### config.mk
export PLATFORM = sky130hd
export DESIGN_NAME = audio_serial_tx_flat
export DESIGN_NICKNAME = d
export VERILOG_FILES = /design/src/rtl/audio_pkg.sv /design/src/rtl/audio_serial_tx_if.sv /design/src/rtl/frame_bit_counter.sv /design/src/rtl/audio_serial_tx.sv /design/src/flat_wrapper.sv
export SDC_FILE = /design/constraint.sdc
export NUM_CORES = 1
export LEC_CHECK = 0
export ABC_AREA = 1
export BUFFER_PORTS_ARGS = -buffer_cell sky130_fd_sc_hd__buf_4
export CORE_ASPECT_RATIO = 1.4
export CORE_MARGIN = 4
export CORE_UTILIZATION = 47
export DETAILED_ROUTE_END_ITERATION = 10
export HOLD_SLACK_MARGIN = 0.08
export PLACE_DENSITY = 0.77
export SYNTH_ARGS = -nofsm -noshare
export SYNTH_HDL_FRONTEND = slang
export SYNTH_HIERARCHICAL = 1
export SYNTH_SLANG_ARGS = --single-unit
### constraint.sdc
create_clock -name clk -period 4.25 [get_ports clk]
set_input_delay 0.425 -clock clk [delete_from_list [all_inputs] [get_ports clk]]
set_output_delay 0.425 -clock clk [all_outputs]
set_load 0.01 [all_outputs]
### src/rtl/audio_pkg.sv
// audio_pkg: shared constants and types for the stereo serial audio transmitter.
// The optional underrun counter is enabled by defining AUDIO_TX_UCNT_EN.
package audio_pkg;

  // Default stereo frame width: left channel in the upper half, right in the lower half.
  localparam int AUDIO_FRAME_W = 32;

  // Default width of the optional saturating underrun counter.
  localparam int AUDIO_UCNT_W = 8;

  // Transmitter states: IDLE keeps the pins quiet, RUN streams frames back to back.
  typedef enum logic [0:0] {
    IDLE = 1'b0,
    RUN  = 1'b1
  } tx_state_t;

  // Channel slice positions for the default frame width.
  localparam int LEFT_MSB  = AUDIO_FRAME_W - 1;
  localparam int LEFT_LSB  = AUDIO_FRAME_W / 2;
  localparam int RIGHT_MSB = AUDIO_FRAME_W / 2 - 1;
  localparam int RIGHT_LSB = 0;

  // Bits per channel for a given frame width.
  function automatic int chan_w(input int frame_w);
    return frame_w / 2;
  endfunction

endpackage

### src/rtl/audio_serial_tx_if.sv
// audio_serial_tx_if: valid/ready parallel sample bus feeding the serial transmitter.
// The producer drives the master modport; the transmitter uses the slave modport.
interface audio_serial_tx_if
  import audio_pkg::*;
#(
  parameter int FRAME_W = AUDIO_FRAME_W
) ();

  logic [FRAME_W-1:0] sample_data;
  logic               sample_valid;
  logic               sample_ready;

  modport master (
    output sample_data,
    output sample_valid,
    input  sample_ready
  );

  modport slave (
    input  sample_data,
    input  sample_valid,
    output sample_ready
  );

endinterface

### src/rtl/frame_bit_counter.sv
// frame_bit_counter: modulo-FRAME_W bit position counter with clear and enable.
// 'last' flags the final bit of a frame, which is where the next frame gets loaded.
module frame_bit_counter
  import audio_pkg::*;
#(
  parameter int FRAME_W = AUDIO_FRAME_W,
  parameter int CNT_W   = $clog2(FRAME_W)
) (
  input  logic             clk,
  input  logic             rst,
  input  logic             clr,
  input  logic             en,
  output logic [CNT_W-1:0] count,
  output logic             last
);

  logic [CNT_W-1:0] count_q;
  logic [CNT_W-1:0] count_d;

  assign count = count_q;
  assign last  = (count_q == CNT_W'(FRAME_W - 1));

  // Next count: clear wins, otherwise advance and wrap after the final bit.
  always_comb begin
    count_d = count_q;
    if (clr) begin
      count_d = '0;
    end else if (en) begin
      count_d = last ? '0 : count_q + 1'b1;
    end
  end

  // Count register with synchronous reset.
  always_ff @(posedge clk) begin
    if (rst) begin
      count_q <= '0;
    end else begin
      count_q <= count_d;
    end
  end

endmodule

### src/rtl/audio_serial_tx.sv
// audio_serial_tx: double-buffered stereo frame serializer, MSB first, one bit per clk.
// Define AUDIO_TX_UCNT_EN to add the saturating underrun_cnt output.
module audio_serial_tx
  import audio_pkg::*;
#(
  parameter int FRAME_W = AUDIO_FRAME_W
`ifdef AUDIO_TX_UCNT_EN
  ,
  parameter int UCNT_W  = AUDIO_UCNT_W
`endif
) (
  input  logic              clk,
  input  logic              rst,
  input  logic              tx_en,
  audio_serial_tx_if.slave  s_if,
  output logic              sdata,
  output logic              lrck,
  output logic              frame_start,
  output logic              underrun
`ifdef AUDIO_TX_UCNT_EN
  ,
  output logic [UCNT_W-1:0] underrun_cnt
`endif
);

  localparam int CNT_W = $clog2(FRAME_W);
  localparam logic [0:0] ST_IDLE = 1'(IDLE);
  localparam logic [0:0] ST_RUN  = 1'(RUN);

  logic [0:0]         state_q, state_d;
  logic [FRAME_W-1:0] shreg_q, shreg_d;
  logic [FRAME_W-1:0] hold_data_q, hold_data_d;
  logic               hold_full_q, hold_full_d;
  logic               underrun_q, underrun_d;

  logic [CNT_W-1:0]   bit_cnt;
  logic               bit_last;
  logic               running;
  logic               load;
  logic               write;

  assign running = (state_q == ST_RUN);

  // A new frame is loaded when starting from idle or at the last bit while still enabled.
  assign load  = tx_en && (!running || bit_last);
  assign write = s_if.sample_valid && !hold_full_q;

  frame_bit_counter #(
    .FRAME_W (FRAME_W),
    .CNT_W   (CNT_W)
  ) u_bit_cnt (
    .clk   (clk),
    .rst   (rst),
    .clr   (!running),
    .en    (running),
    .count (bit_cnt),
    .last  (bit_last)
  );

  // Frame sequencing: load or mute at frame boundaries, shift in between, capture writes.
  always_comb begin
    state_d     = state_q;
    shreg_d     = shreg_q;
    hold_full_d = hold_full_q;
    hold_data_d = hold_data_q;
    underrun_d  = 1'b0;
    if (load) begin
      state_d    = ST_RUN;
      underrun_d = !hold_full_q;
      if (hold_full_q) begin
        shreg_d     = hold_data_q;
        hold_full_d = 1'b0;
      end else begin
        shreg_d = '0;
      end
    end else if (running && bit_last) begin
      state_d = ST_IDLE;
      shreg_d = '0;
    end else if (running) begin
      shreg_d = {shreg_q[FRAME_W-2:0], 1'b0};
    end
    if (write) begin
      hold_full_d = 1'b1;
      hold_data_d = s_if.sample_data;
    end
  end

  // Datapath and control registers with synchronous reset; writes during reset are dropped.
  always_ff @(posedge clk) begin
    if (rst) begin
      state_q     <= ST_IDLE;
      shreg_q     <= '0;
      hold_data_q <= '0;
      hold_full_q <= 1'b0;
      underrun_q  <= 1'b0;
    end else begin
      state_q     <= state_d;
      shreg_q     <= shreg_d;
      hold_data_q <= hold_data_d;
      hold_full_q <= hold_full_d;
      underrun_q  <= underrun_d;
    end
  end

`ifdef AUDIO_TX_UCNT_EN
  logic [UCNT_W-1:0] ucnt_q, ucnt_d;

  // Saturating count of muted frames, bumped together with the underrun pulse.
  always_comb begin
    ucnt_d = ucnt_q;
    if (underrun_d && (ucnt_q != {UCNT_W{1'b1}})) begin
      ucnt_d = ucnt_q + 1'b1;
    end
  end

  // Underrun counter register; only reset clears it.
  always_ff @(posedge clk) begin
    if (rst) begin
      ucnt_q <= '0;
    end else begin
      ucnt_q <= ucnt_d;
    end
  end

  assign underrun_cnt = ucnt_q;
`endif

  assign s_if.sample_ready = !hold_full_q;
  assign sdata             = running && shreg_q[FRAME_W-1];
  assign lrck              = running && (bit_cnt >= CNT_W'(chan_w(FRAME_W)));
  assign frame_start       = running && (bit_cnt == '0);
  assign underrun          = underrun_q;

endmodule

### src/flat_wrapper.sv
// flat-port wrapper written by rule: the top's interface ports become plain ports
module audio_serial_tx_flat import audio_pkg::*;
#(
  parameter int FRAME_W = AUDIO_FRAME_W

)
  (clk, rst, tx_en, sdata, lrck, frame_start, underrun, s_if_sample_data, s_if_sample_valid, s_if_sample_ready);
  audio_serial_tx_if #(.FRAME_W(FRAME_W)) s_if_i ();
  input  logic clk;
  input  logic rst;
  input  logic tx_en;
  output logic sdata;
  output logic lrck;
  output logic frame_start;
  output logic underrun;
  input wire logic [$bits(s_if_i.sample_data)-1:0] s_if_sample_data;
  input wire logic [$bits(s_if_i.sample_valid)-1:0] s_if_sample_valid;
  output wire logic [$bits(s_if_i.sample_ready)-1:0] s_if_sample_ready;
  assign s_if_i.sample_data = s_if_sample_data;
  assign s_if_i.sample_valid = s_if_sample_valid;
  assign s_if_sample_ready = s_if_i.sample_ready;
  audio_serial_tx #(.FRAME_W(FRAME_W)) u_core (.clk(clk), .rst(rst), .tx_en(tx_en), .s_if(s_if_i), .sdata(sdata), .lrck(lrck), .frame_start(frame_start), .underrun(underrun));
endmodule
Word level (Yosys, flattened, before mapping)
Cells that the tools add are included.

Bits in registers: 72. Bits of input ports: 36. Output and inout bits: 5. Word-level logic and storage cells: 34.

$add $sub $neg: 1. Order comparisons: 1. Equal/unequal tests: 1. Mux-type cells: 8. Bitwise logic cells: 2. Reductions and logical operators: 15.

Operator list (number): $mux 32 (4); $logic_and 1x1->1 (6); $add 5x1->5 const B (1); $eq 5x5->1 const B (1); $ge 5x5->1 const B (1); $logic_not 5->1 (1); $mux 1 (4); $reduce_bool 2->1 (2); $reduce_bool 3->1 (1); $reduce_or 3->1 (1); $logic_not 1->1 (2); $not 1->1 (2); $reduce_or 2->1 (1); $logic_or 1x1->1 (1).

Logic depth before layout (Yosys ltp)
Gate-level depths: netlist of run 1.

Word-level depth: 5. Depth in mapped cells: 10. Depth with buffers taken out: 9.

Hierarchy
The synthesis of run 1 kept the hierarchy.

Modules (own cells, without submodules): audio_serial_tx (times used 1, cells each 432, area each 2896.5 um2, seq. area each 1341.3 um2); frame_bit_counter (times used 1, cells each 31, area each 239.0 um2, seq. area each 100.1 um2).

Worst setup path after synthesis of run 1
OpenSTA, ideal clock, no wires.

Path type: register -> output. Start: reg u_core.state_q (netlist: u_core/running). End: out frame_start. Arrival: 1.152 ns. Data required time: 3.825 ns. Path slack: 2.673 ns. Stages on the path, launching flop included: 5. Buffers on the path: 2. Cells stage by stage: dfxtp_1 > buf_6 > buf_2 > inv_1 > nor3_1.

Cells in the longest elaborated chain, start to end: 1.

Ends and longest elaborated chain: from (decl) (RTL line audio_serial_tx.sv:30) `logic [0:0] state_q, state_d;`; from (signal assigned) (RTL line audio_serial_tx.sv:97) `state_q <= state_d;`; $logic_and 1x1->1 (RTL line audio_serial_tx.sv:131) `assign frame_start = running && (bit_cnt == '0);`; to (decl) (RTL line flat_wrapper.sv:14) `output logic frame_start;`.

Every way passes these cells.

Worst setup path in the final report of run 1
Start: reg u_core.u_bit_cnt.count_q[0] (netlist: u_core/u_bit_cnt/count[0]). End: reg u_core.shreg_q[29].

Cells in the longest elaborated chain, start to end: 4. Elaborated cells between the ends (all ways): 7. Classes of those cells: 1 x eq/ne; 2 x mux; 4 x reduce/logical.

Ends and longest elaborated chain: from (decl) (RTL line frame_bit_counter.sv:17) `logic [CNT_W-1:0] count_q;`; from (signal assigned) (RTL line frame_bit_counter.sv:38) `count_q <= count_d;`; $eq 5x5->1 * (RTL line frame_bit_counter.sv:21) `assign last = (count_q == CNT_W'(FRAME_W - 1));`; named net u_core.bit_last (RTL line audio_serial_tx.sv:37) `logic bit_last;`; $logic_and 1x1->1 or $logic_or 1x1->1 (tied branches) (RTL line audio_serial_tx.sv:76, audio_serial_tx.sv:45); $mux 32 or $logic_and 1x1->1 (tied branches) (RTL line audio_serial_tx.sv:76, audio_serial_tx.sv:45); $mux 32 or $reduce_bool 3->1 (tied branches); to (signal assigned) (RTL line audio_serial_tx.sv:98) `shreg_q <= shreg_d;`; to (decl) (RTL line audio_serial_tx.sv:31) `logic [FRAME_W-1:0] shreg_q, shreg_d;`.

The timed path passes the listed nets; every way through them passes the cells marked *. A chain may end at the register's enable or synchronous reset.

==> impl_table.tex, run 1 <==
\begin{tabular}{lr}
\hline
Metric & Value \\
\hline
\multicolumn{2}{l}{\textbf{Routing}} \\
Vias post-DR & 2769 \\
Via/cell ratio & 4.901 \\
Detail Route Antenna Nets & 0 \\
Length of the first detailed-routing pass in iterations & 4 \\
Drt first-iter violations & 224 \\
Drt drc & 0 \\
Per-cell routed wire length & 10.97 um \\
Routed wire length & 6196 um \\
\multicolumn{2}{l}{\textbf{CTS}} \\
Post-cts gate resize count & 0 \\
Clock latency reported for the late side of the worst-skew pair & 340 ps \\
Post-CTS Hold Buffers & 0 \\
Root cell of the clock tree & clkbuf\_8 \\
Clock slew at the register clock pins of the worst setup and hold paths & 70 ps \\
Buffer levels on the longest clock path & 2 \\
Clock tree from TritonCTS & done \\
Clock sink total & 72 \\
Buffer count from post-CTS setup fixing & 0 \\
Clock buffer count from CTS & 9 \\
H-tree depth & 3 \\
\multicolumn{2}{l}{\textbf{Die}} \\
Die width & 77.03 um \\
Die Y-Extent & 104.6 um \\
Number of primary I/O pins & 41 \\
Core footprint & 0.006525 mm\^{}2 \\
Die area & 0.008060 mm\^{}2 \\
Core Rows & 35 \\
Initial standard-cell utilization of the core & 48.05\% \\
\multicolumn{2}{l}{\textbf{Power}} \\
Power density cells & 399.7 mW/mm\^{}2 \\
Maximum resistive drop on vdd & 273.6 uV \\
Cell leakage power & 1.595 nW \\
Total Power Consumption & 1.426 mW \\
\multicolumn{2}{l}{\textbf{STA}} \\
Hold violation total from the final report & 0 \\
Unrepaired setup endpoints after global routing & false \\
Sum of negative setup slack & 0 ps \\
Max-slew headroom & 55.15\% \\
Worst path setup slack after routing & 1955 ps \\
Shortest clock period the worst path allows after layout & 2295 ps \\
Peak Freq & 0.4356 GHz \\
Final period utilization & 54.01\% \\
Total setup violations reported at the end of the flow & 0 \\
Worst Clk Skew & 8.169 ps \\
Slew Limit Fails & 0 \\
Final-layout worst hold slack & 314.5 ps \\
Slew at the pin closest to its max-slew limit & 671.1 ps \\
\multicolumn{2}{l}{\textbf{Logic synthesis}} \\
Count of synthesis-stage warnings from yosys & 6 \\
Cells after synthesis & 463 \\
Fraction of the mapped netlist area in compound gates & 6.225\% \\
Simple logic cell fraction of the synthesized area & 39.90\% \\
Area share of xor/xnor cells in the synthesized design & 0.2793\% \\
Flip-flop cell with the highest count after synthesis & dfxtp\_1 \\
Distinct cell type count of the synthesized netlist & 22 \\
Adder-cell share of the synthesized area & 0.7981\% \\
Post-synth ARST share & 0\% \\
Number of flops mapped to enable cells by yosys & 0 \\
Net count after synthesis & 501 \\
Post-Syn Area & 0.003136 mm\^{}2 \\
Total of flip-flops plus latches after synthesis & 72 \\
Mean Syn Cell Area & 6.772 um\^{}2 \\
Multiplexer fraction of the synthesized cell area & 0\% \\
Main combinational cell family by area after synthesis & simple AND/OR/NAND/NOR gates \\
Fraction of the yosys area taken by sequential cells & 45.97\% \\
\multicolumn{2}{l}{\textbf{Critical path}} \\
Required time of the worst setup path & 4480 ps \\
Startpoint Class & flop \\
Arrival time reported for the critical path endpoint & 2520 ps \\
Critical path class & flop to flop \\
Kind of capture point of the worst setup path & flop \\
Worst-path maximum fanout & 32 \\
\multicolumn{2}{l}{\textbf{Layout}} \\
Final Instance Count excl. Fillers & 565 \\
Post-route design area & 0.003568 mm\^{}2 \\
Number of fill cells & 679 \\
Area growth from synthesis to final layout & 13.81\% \\
Nets & 525 \\
Fraction of final layout cells with drive strength greater than 1 & 13.85\% \\
Antenna cells & 0 \\
Util after Layout & 54.69\% \\
\multicolumn{2}{l}{\textbf{Global route}} \\
Remaining Overflow, GRT & 0 \\
Number of global-route vias before repair & 2606 \\
Global-route wire length before repair & 10790 um \\
Pin count of the biggest net entering global routing & 37 \\
Antenna violations before repair & 0 \\
Total Routing Usage GR & 16.24\% \\
\multicolumn{2}{l}{\textbf{Place}} \\
Placement-stage worst setup slack & 1943 ps \\
Estimated wirelength of the detail-placed design & 4082 um \\
Number of input and output port buffers inserted & 40 \\
Final weighted congestion of routability-driven global placement & 0.7642 \\
Placed cells & 550 \\
Post-detailed-placement cell area & 0.003363 mm\^{}2 \\
\multicolumn{2}{l}{\textbf{Outcome}} \\
Outcome & completed \\
\multicolumn{2}{l}{\textbf{Job}} \\
Max Cap Violations & 0 \\
\multicolumn{2}{l}{\textbf{Worst hold path}} \\
Type of the tightest min-delay check & input port to flop \\
\hline
\end{tabular}
-- path summary, 6_finish.rpt --
kind / start / end / slack, ps / cells after the start
max reg2reg: u_core/u_bit_cnt/count[0] / u_core/shreg_q[29] / 1950 / 9
max: u_core/u_bit_cnt/count[0] / u_core/shreg_q[29] / 1950 / 9
min: s_if_sample_data[7] / u_core/hold_data_q[7] / 310 / 3
min reg2reg: u_core/hold_data_q[14] / u_core/hold_data_q[14] / 480 / 2
-- area by class of cell --
type,count,area [um^2],area share (%)
clock buffer,12,165.2,4.628
timing repair buffer,42,315.3,8.836
sequential,72,1441,40.39
inverter,9,33.78,0.9467
clock inverter,3,40.04,1.122
multi-input combinational,353,1480,41.48
tap,74,92.59,2.595
-- power breakdown --
part	switching [mW]	internal [mW]
registers	0.0199	0.708
clock network	0.236	0.314
logic	0.0905	0.0574
total	0.347	1.08
-- critical path: stages (launching register included) --
cell,delay (ps)
dfxtp_1,340
ha_1,220
and3_1,190
ha_1,220
inv_2,400
nand2_4,90
nand2_2,450
nor2_1,90
nor2_1,110
nor2_1,50
-- state kept, by name, summed over array words and instances, names as in the netlist --
| signal | flops |
|---|---|
| u_core/underrun | 1 |
| u_core/running | 1 |
| u_core/shreg_q | 32 |
| u_core/hold_data_q | 32 |
| u_core/u_bit_cnt/count | 5 |
| u_core/hold_full_q | 1 |
-- cell usage in the layout (no fill, tap or decap) --
| cell | netlist | routed |
|---|---|---|
| o21ai_0 | 2 | 2 |
| nor3_1 | 1 | 1 |
| nand2_2 | 2 | 2 |
| o21ai_1 | 35 | 35 |
| xor2_1 | 1 | 1 |
| nand2_4 | 2 | 2 |
| buf_4 | 7 | 42 |
| nand3_1 | 33 | 33 |
| clkinv_2 | 0 | 2 |
| nor3b_2 | 1 | 1 |
| bufinv_16 | 0 | 1 |
| nand2_1 | 106 | 106 |
| and3_1 | 1 | 1 |
| nor2_2 | 1 | 1 |
| ha_1 | 2 | 2 |
| nor2_4 | 1 | 1 |
| inv_2 | 4 | 4 |
| dfxtp_1 | 72 | 72 |
| a21oi_1 | 2 | 2 |
| nor2_1 | 163 | 163 |
| inv_1 | 5 | 5 |
| clkbuf_8 | 0 | 12 |
-- Yosys cell counts (4+ instances only) --
| cell | n | area share [%] |
|---|---|---|
| buf_2 | 12 | 1.9 |
| clkbuf_1 | 6 | 0.72 |
| nand3_1 | 33 | 5.3 |
| dfxtp_1 | 72 | 46 |
| buf_4 | 7 | 1.7 |
| inv_2 | 4 | 0.48 |
| inv_1 | 5 | 0.60 |
| buf_6 | 4 | 1.4 |
| o21ai_1 | 35 | 5.6 |
| nand2_1 | 106 | 13 |
| nor2_1 | 163 | 20 |
-- cells by family after synthesis --
family	after synthesis
AND/OR/NAND/NOR	311
flip-flops	72
AO/OA/AOI/OAI	39
buffers and inverters	38
adder cells (fa/ha/maj)	2
XOR/XNOR	1
-- routing by layer --
layer / up-vias / track usage, % / routed length (um)
met5: - / 0 / 0
met4: 0 / 7.252 / 140
met3: 13 / 4.397 / 251
met2: 52 / 29.18 / 3143
met1: 1213 / 17.59 / 2661
li1: 1491 / - / -
No activity file was read; power rests on OpenSTA's default activity.
==> run 2: changes to the inputs <==
==> constraint.sdc (replaced) <==
create_clock -name clk -period 2.3 [get_ports clk]
set_input_delay 0.23 -clock clk [delete_from_list [all_inputs] [get_ports clk]]
set_output_delay 0.23 -clock clk [all_outputs]
set_load 0.01 [all_outputs]
==> run 2 against run 1 <==
Global-route usage decreased by 0.30 points. Largest power group unchanged. Sequential share of layout area is 0.18 points higher. Sequential cell count unchanged.
==> impl_table.tex, run 2 (synthesis gave the netlist of run 1 again) <==
\begin{tabular}{lr}
\hline
Metric & Value \\
\hline
\multicolumn{2}{l}{\textbf{Power}} \\
Switching part of the total power & 24.64\% \\
Cell leakage power & 1.584 nW \\
Power density cells & 696.9 mW/mm\^{}2 \\
Sw power & 0.6099 mW \\
Part of the total power dissipated in combinational logic & 11.4\% \\
Clock power frac & 34.5\% \\
Sequential share of power & 54.2\% \\
Int Pwr & 1.866 mW \\
Maximum resistive drop on vdd & 422.6 uV \\
\multicolumn{2}{l}{\textbf{Layout}} \\
Most common cell after layout, fill and taps aside & nor2\_1 \\
Most frequent cells in the layout & nor2\_1, nand2\_1, dfxtp\_1 \\
Final Instance Count excl. Fillers & 568 \\
Fraction of final layout cells with drive strength greater than 1 & 13.56\% \\
Nets & 528 \\
Antenna cells & 0 \\
Number of fill cells & 646 \\
Area growth from synthesis to final layout & 13.29\% \\
\multicolumn{2}{l}{\textbf{Place}} \\
Final weighted congestion of routability-driven global placement & 0.7794 \\
Estimated wirelength of the detail-placed design & 3894 um \\
Number of input and output port buffers inserted & 40 \\
Placed cells & 553 \\
\multicolumn{2}{l}{\textbf{Critical path}} \\
Arrival time reported for the critical path endpoint & 2020 ps \\
Worst-path maximum fanout & 31 \\
Critical path class & flop to flop \\
Category of cells accounting for the largest share of critical-path delay & simple AND/OR/NAND/NOR gates \\
Worst path cell trace & ha\_1 -> and3\_1 -> ha\_1 -> inv\_2 -> nand2\_4 -> nand2\_2 -> buf\_4 -> nor2\_1 -> nor2\_1 -> nor2\_1 \\
Most repeated library cell on the critical path & nor2\_1 \\
Peak per-stage delay on the critical path & 350 ps \\
Startpoint Class & flop \\
Buffers plus inverters on the worst setup path & 2 \\
CP max stage cell & dfxtp\_1 \\
Kind of capture point of the worst setup path & flop \\
Required time of the worst setup path & 2510 ps \\
\multicolumn{2}{l}{\textbf{CTS}} \\
Clock slew at the register clock pins of the worst setup and hold paths & 70 ps \\
Post-CTS Hold Buffers & 0 \\
Buffer levels on the longest clock path & 2 \\
Clock buffer count from CTS & 9 \\
Clock latency reported for the late side of the worst-skew pair & 330 ps \\
Root cell of the clock tree & clkbuf\_8 \\
Clock tree from TritonCTS & done \\
Clock sink total & 72 \\
Buffer count from post-CTS setup fixing & 0 \\
H-tree depth & 3 \\
Post-cts gate resize count & 0 \\
\multicolumn{2}{l}{\textbf{Die}} \\
Die area & 0.008060 mm\^{}2 \\
Die Y-Extent & 104.6 um \\
Number of primary I/O pins & 41 \\
Core footprint & 0.006525 mm\^{}2 \\
Die width & 77.03 um \\
Core Rows & 35 \\
Initial standard-cell utilization of the core & 48.05\% \\
\multicolumn{2}{l}{\textbf{STA}} \\
Slew Limit Fails & 0 \\
Peak Freq & 0.5509 GHz \\
Slew at the pin closest to its max-slew limit & 693.4 ps \\
Sum of negative setup slack & 0 ps \\
Hold violation total from the final report & 0 \\
Worst Clk Skew & 5.155 ps \\
Max-slew headroom & 53.67\% \\
Unrepaired setup endpoints after global routing & false \\
Final period utilization & 78.92\% \\
Total setup violations reported at the end of the flow & 0 \\
Shortest clock period the worst path allows after layout & 1815 ps \\
\multicolumn{2}{l}{\textbf{Global route}} \\
Pin count of the biggest net entering global routing & 37 \\
Total Routing Usage GR & 15.94\% \\
Antenna violations before repair & 0 \\
Remaining Overflow, GRT & 0 \\
Global-route wire length before repair & 10520 um \\
Number of global-route vias before repair & 2486 \\
\multicolumn{2}{l}{\textbf{Routing}} \\
Per-cell routed wire length & 10.68 um \\
Drt first-iter violations & 167 \\
Routed wire length & 6068 um \\
Vias post-DR & 2729 \\
Detail Route Antenna Nets & 0 \\
Via/cell ratio & 4.805 \\
Length of the first detailed-routing pass in iterations & 4 \\
Drt drc & 0 \\
\multicolumn{2}{l}{\textbf{Job}} \\
Max Cap Violations & 0 \\
\multicolumn{2}{l}{\textbf{Worst hold path}} \\
Type of the tightest min-delay check & input port to flop \\
\multicolumn{2}{l}{\textbf{Outcome}} \\
Outcome & completed \\
\hline
\end{tabular}
run 2: cell count changes in the layout (fill, tap and decap cells not counted):
cell	previous run	this run
buf_4	42	45
clkbuf_1	0	4
bufinv_16	1	0
clkinv_2	2	0
clkbuf_8	12	11
run 2: through the flow:
| step | utilization, % | setup slack, ps | total power [mW] | instance area [um^2] | hold WS, ps |
|---|---|---|---|---|---|
| 3_5_place_dp | 51.89 | 496.4 | 1.653 | 3386 | 451.6 |
| 5_1_grt | 54.44 | 297.7 | 2.613 | 3552 | 118.0 |
| 3_3_place_gp | 51.89 | 577.2 | 1.646 | 3386 | 448.5 |
| 2_1_floorplan | - | 765.7 | 1.575 | 3136 | 299.1 |
| 6_report | 54.44 | 484.8 | 2.475 | 3552 | 130.3 |
| 4_1_cts | 54.44 | 481.9 | 2.508 | 3552 | 116.5 |
run 2: worst register-to-register path: stages, from the launching register on:
cell	delay, ps
dfxtp_1	350
ha_1	220
and3_1	190
ha_1	220
inv_2	80
nand2_4	50
nand2_2	60
buf_4	310
nor2_1	80
nor2_1	100
nor2_1	50
run 2: final cells by class:
type | instances | area (um^2) | share of cell area (%)
clock buffer | 15 | 166.4 | 4.685
multi-input combinational | 353 | 1480 | 41.67
timing repair buffer | 45 | 337.8 | 9.510
inverter | 9 | 33.78 | 0.9510
sequential | 72 | 1441 | 40.58
tap | 74 | 92.59 | 2.607
run 2: path summary, 6_finish.rpt:
kind,start,end,slack [ps],cells after the start
setup / recovery,u_core/u_bit_cnt/count[0],u_core/shreg_q[29],480,10
hold / removal,s_if_sample_data[21],u_core/hold_data_q[21],130,3
setup reg to reg,u_core/u_bit_cnt/count[0],u_core/shreg_q[29],480,10
hold reg to reg,u_core/hold_data_q[17],u_core/shreg_q[17],450,2
run 2: power groups by stage:
| stage | Combinational, mW | Sequential, mW | Clock [mW] |
|---|---|---|---|
| 2_1_floorplan | 0.213 | 1.36 | 0 |
| 3_3_place_gp | 0.279 | 1.37 | 0 |
| 3_5_place_dp | 0.284 | 1.37 | 0 |
| 4_1_cts | 0.285 | 1.34 | 0.882 |
| 5_1_grt | 0.324 | 1.35 | 0.943 |
| 6_report | 0.281 | 1.34 | 0.853 |
run 2: metal layers:
layer	share of wire, %	vias to the layer above	global-route usage (%)
met1	45	1186	17.94
met4	1.4	0	5.725
li1	-	1494	-
met2	50	44	28.24
met5	0	-	0
met3	3.9	5	4.741
==> run 3: changes to the inputs <==
--- a/config.mk
+++ b/config.mk
@@ -5,14 +5,14 @@
 export SDC_FILE = /design/constraint.sdc
 export NUM_CORES = 1
 export LEC_CHECK = 0
-export ABC_AREA = 1
+export ABC_AREA = 0
 export BUFFER_PORTS_ARGS = -buffer_cell sky130_fd_sc_hd__buf_4
 export CORE_ASPECT_RATIO = 1.4
 export CORE_MARGIN = 4
 export CORE_UTILIZATION = 47
 export DETAILED_ROUTE_END_ITERATION = 10
 export HOLD_SLACK_MARGIN = 0.08
-export PLACE_DENSITY = 0.77
+export PLACE_DENSITY = 0.78
 export SYNTH_ARGS = -nofsm -noshare
 export SYNTH_HDL_FRONTEND = slang
 export SYNTH_HIERARCHICAL = 1
==> constraint.sdc (replaced) <==
create_clock -name clk -period 1.7 [get_ports clk]
set_input_delay 0.17 -clock clk [delete_from_list [all_inputs] [get_ports clk]]
set_output_delay 0.17 -clock clk [all_outputs]
set_load 0.01 [all_outputs]
==> run 3 against run 2 <==
The run now ends with negative setup slack left. Design area grew 3.7%. Via count decreased by 16%. Hold slack worse by 26 ps. Global-route usage increased by 2.7 points. Sequential cell count did not move. Critical path type unchanged. Largest cell class is now sequential cells.
==> impl_table.tex, run 3 <==
\begin{tabular}{lr}
\hline
Metric & Value \\
\hline
\multicolumn{2}{l}{\textbf{Outcome}} \\
Outcome & finished, violations left \\
Violations in the final reports & negative setup slack \\
\multicolumn{2}{l}{\textbf{Die}} \\
Core Rows & 32 \\
Initial standard-cell utilization of the core & 48.70\% \\
Die Y-Extent & 97.85 um \\
Die area & 0.007062 mm\^{}2 \\
Die width & 72.18 um \\
Core footprint & 0.005565 mm\^{}2 \\
Number of primary I/O pins & 41 \\
\multicolumn{2}{l}{\textbf{Power}} \\
Switching part of the total power & 23.17\% \\
Power density cells & 947.3 mW/mm\^{}2 \\
Maximum resistive drop on vdd & 734.9 uV \\
Sw power & 0.8089 mW \\
Int Pwr & 2.682 mW \\
Part of the total power dissipated in combinational logic & 10.0\% \\
Clock power frac & 38.9\% \\
Total Power Consumption & 3.491 mW \\
Cell leakage power & 1.517 nW \\
Sequential share of power & 51.0\% \\
\multicolumn{2}{l}{\textbf{Logic synthesis}} \\
Area share of xor/xnor cells in the synthesized design & 0.9695\% \\
Simple logic cell fraction of the synthesized area & 20.91\% \\
Mean Syn Cell Area & 9.476 um\^{}2 \\
Total of flip-flops plus latches after synthesis & 72 \\
Net count after synthesis & 324 \\
Main combinational cell family by area after synthesis & simple AND/OR/NAND/NOR gates \\
Adder-cell share of the synthesized area & 0.9234\% \\
Fraction of the mapped netlist area in compound gates & 18.51\% \\
Fraction of the yosys area taken by sequential cells & 53.19\% \\
Top cells by instance count after synthesis & dfxtp\_1, nand2\_1, a21oi\_1, and2\_1, a221o\_1 \\
Number of flops mapped to enable cells by yosys & 0 \\
Post-Syn Area & 0.002710 mm\^{}2 \\
Cells after synthesis & 286 \\
Count of synthesis-stage warnings from yosys & 6 \\
Most used standard cell by instance count after synthesis & dfxtp\_1 \\
Top cells by area in the synthesized netlist & dfxtp\_1, a221o\_1, nand2\_1 \\
Flip-flop cell with the highest count after synthesis & dfxtp\_1 \\
Distinct cell type count of the synthesized netlist & 28 \\
Post-synth top area cell & dfxtp\_1 \\
Multiplexer fraction of the synthesized cell area & 0.7387\% \\
Post-synth ARST share & 0\% \\
Proportion of netlist area held by the largest area contributor & 53.19\% \\
\multicolumn{2}{l}{\textbf{STA}} \\
Unrepaired setup endpoints after global routing & true \\
Worst Clk Skew & 8.551 ps \\
Final period utilization & 111.2\% \\
Total setup violations reported at the end of the flow & 33 \\
Slew Limit Fails & 0 \\
Shortest clock period the worst path allows after layout & 1891 ps \\
Slew at the pin closest to its max-slew limit & 675.1 ps \\
Max-slew headroom & 54.94\% \\
Worst path setup slack after routing & -190.7 ps \\
Hold violation total from the final report & 0 \\
Peak Freq & 0.5289 GHz \\
\multicolumn{2}{l}{\textbf{Place}} \\
Estimated wirelength of the detail-placed design & 3619 um \\
Final weighted congestion of routability-driven global placement & 0.7860 \\
Placement-stage worst setup slack & -638.3 ps \\
Number of input and output port buffers inserted & 40 \\
\multicolumn{2}{l}{\textbf{Layout}} \\
Area growth from synthesis to final layout & 35.96\% \\
Antenna cells & 0 \\
Most common cell after layout, fill and taps aside & dfxtp\_1 \\
Nets & 399 \\
Number of fill cells & 431 \\
Most frequent cells in the layout & dfxtp\_1, nand2\_1, buf\_4 \\
Fraction of final layout cells with drive strength greater than 1 & 21.86\% \\
\multicolumn{2}{l}{\textbf{Routing}} \\
Vias post-DR & 2306 \\
Drt drc & 0 \\
Drt first-iter violations & 115 \\
Per-cell routed wire length & 14.80 um \\
Via/cell ratio & 5.313 \\
Length of the first detailed-routing pass in iterations & 4 \\
Routed wire length & 6423 um \\
Detail Route Antenna Nets & 0 \\
\multicolumn{2}{l}{\textbf{CTS}} \\
Root cell of the clock tree & clkbuf\_8 \\
Buffer levels on the longest clock path & 2 \\
Clock sink total & 72 \\
Clock buffer count from CTS & 9 \\
H-tree depth & 3 \\
Clock tree from TritonCTS & done \\
Clock slew at the register clock pins of the worst setup and hold paths & 70 ps \\
Clock latency reported for the late side of the worst-skew pair & 350 ps \\
\multicolumn{2}{l}{\textbf{Critical path}} \\
Setup slack of the worst register-to-register path & -190 ps \\
Number of cells on the worst reg-to-reg path & 8 \\
Worst-path maximum fanout & 4 \\
Critical path class & flop to flop \\
Kind of capture point of the worst setup path & flop \\
Arrival time reported for the critical path endpoint & 2180 ps \\
Startpoint Class & flop \\
Critical R2R Capture & u\_core/shreg\_q[1] \\
FF-to-FF Start & u\_core/u\_bit\_cnt/count[0] \\
Required time of the worst setup path & 1990 ps \\
\multicolumn{2}{l}{\textbf{Worst hold path}} \\
Hold EP & u\_core/hold\_data\_q[29] \\
Worst hold path startpoint & s\_if\_sample\_data[29] \\
Cell depth of the worst min-delay path & 3 \\
Type of the tightest min-delay check & input port to flop \\
\multicolumn{2}{l}{\textbf{Global route}} \\
Number of global-route vias before repair & 2236 \\
Antenna violations before repair & 0 \\
Remaining Overflow, GRT & 0 \\
Total Routing Usage GR & 18.62\% \\
Global-route wire length before repair & 10250 um \\
Pin count of the biggest net entering global routing & 39 \\
\multicolumn{2}{l}{\textbf{Job}} \\
Max Cap Violations & 0 \\
\hline
\end{tabular}
[run 3: final cells by class]
class                           instances  area, um^2  share of cell area [%]
Clock buffer                           13       158.9                   4.312
Clock inverter                          3       40.04                   1.087
Inverter                                3       11.26                  0.3056
Multi-Input combinational cell        191        1196                   32.46
Sequential cell                        72        1444                   39.18
Tap cell                               68       85.08                   2.309
Timing Repair Buffer                   84       749.5                   20.34
[run 3: power groups by stage]
stage	logic [mW]	registers (mW)	clock network (mW)
final	0.351	1.78	1.36
after global placement	0.272	1.82	0
after detailed placement	0.279	1.82	0
after floorplan	0.158	1.81	0
after global routing	0.385	1.79	1.44
after CTS	0.341	1.78	1.37
[run 3: how the worst max path moves through the flow]
stage / startpoint / to / slack (ps) / depth (start not counted)
floorplan: u_core/u_bit_cnt/count[0] / u_core/shreg_q[21] / 10 / 7
global placement: u_core/u_bit_cnt/count[0] / u_core/shreg_q[11] / -540 / 6
detailed placement: u_core/u_bit_cnt/count[0] / u_core/shreg_q[1] / -640 / 6
CTS: u_core/u_bit_cnt/count[1] / u_core/shreg_q[1] / -190 / 8
global route: u_core/u_bit_cnt/count[0] / u_core/shreg_q[3] / -250 / 8
finish: u_core/u_bit_cnt/count[0] / u_core/shreg_q[1] / -190 / 8
[run 3: worst max-delay path: stages (launching register included)]
cell and delay, ps:
dfxtp_2 360, ha_4 150, and3_4 200, ha_4 130
nand2b_4 140, buf_6 110, nor4b_4 400, buf_4 220
a221o_1 140
[run 3: per-stage QoR]
stage	hold WS (ps)	utilization, %	instance area (um^2)	std cells	TNS, ps
floorplan	246.8	-	2723	286	0
global placement	415.4	56.03	3118	385	-16360
detailed placement	426.3	56.03	3118	385	-19510
CTS	86.59	65.69	3656	432	-5626
global route	98.00	66.21	3685	434	-7438
finish	104.1	66.21	3685	434	-5626
[run 3: cell families (layout without fill, tap and decap cells)]
logic type,Yosys count,after routing
muxes,2,2
and+or+nand+nor,116,117
xor gates and xnor gates,3,3
DFF,72,72
adders and majority gates,2,2
buffers and inverters,24,103
AOI/OAI and AO/OA,67,67
[run 3: what timing repair did]
| item | CTS | global route |
|---|---|---|
| resized for setup | 7 | 2 |
| hold buffers | 31 | 0 |
| setup buffers | 1 | 2 |
| pin swaps | 2 | 6 |
| cloned | 0 | 1 |
| endpoints found under the setup margin | 33 | 33 |
| hold endpoints to repair | 32 | 0 |
[run 3: layer usage]
layer | GRT usage, % | routed length, um | up-vias
met4 | 6.078 | 114 | 0
met3 | 7.209 | 339 | 12
met2 | 29.96 | 3216 | 55
li1 | - | - | 1148
met5 | 0 | 0 | -
met1 | 22.57 | 2753 | 1091
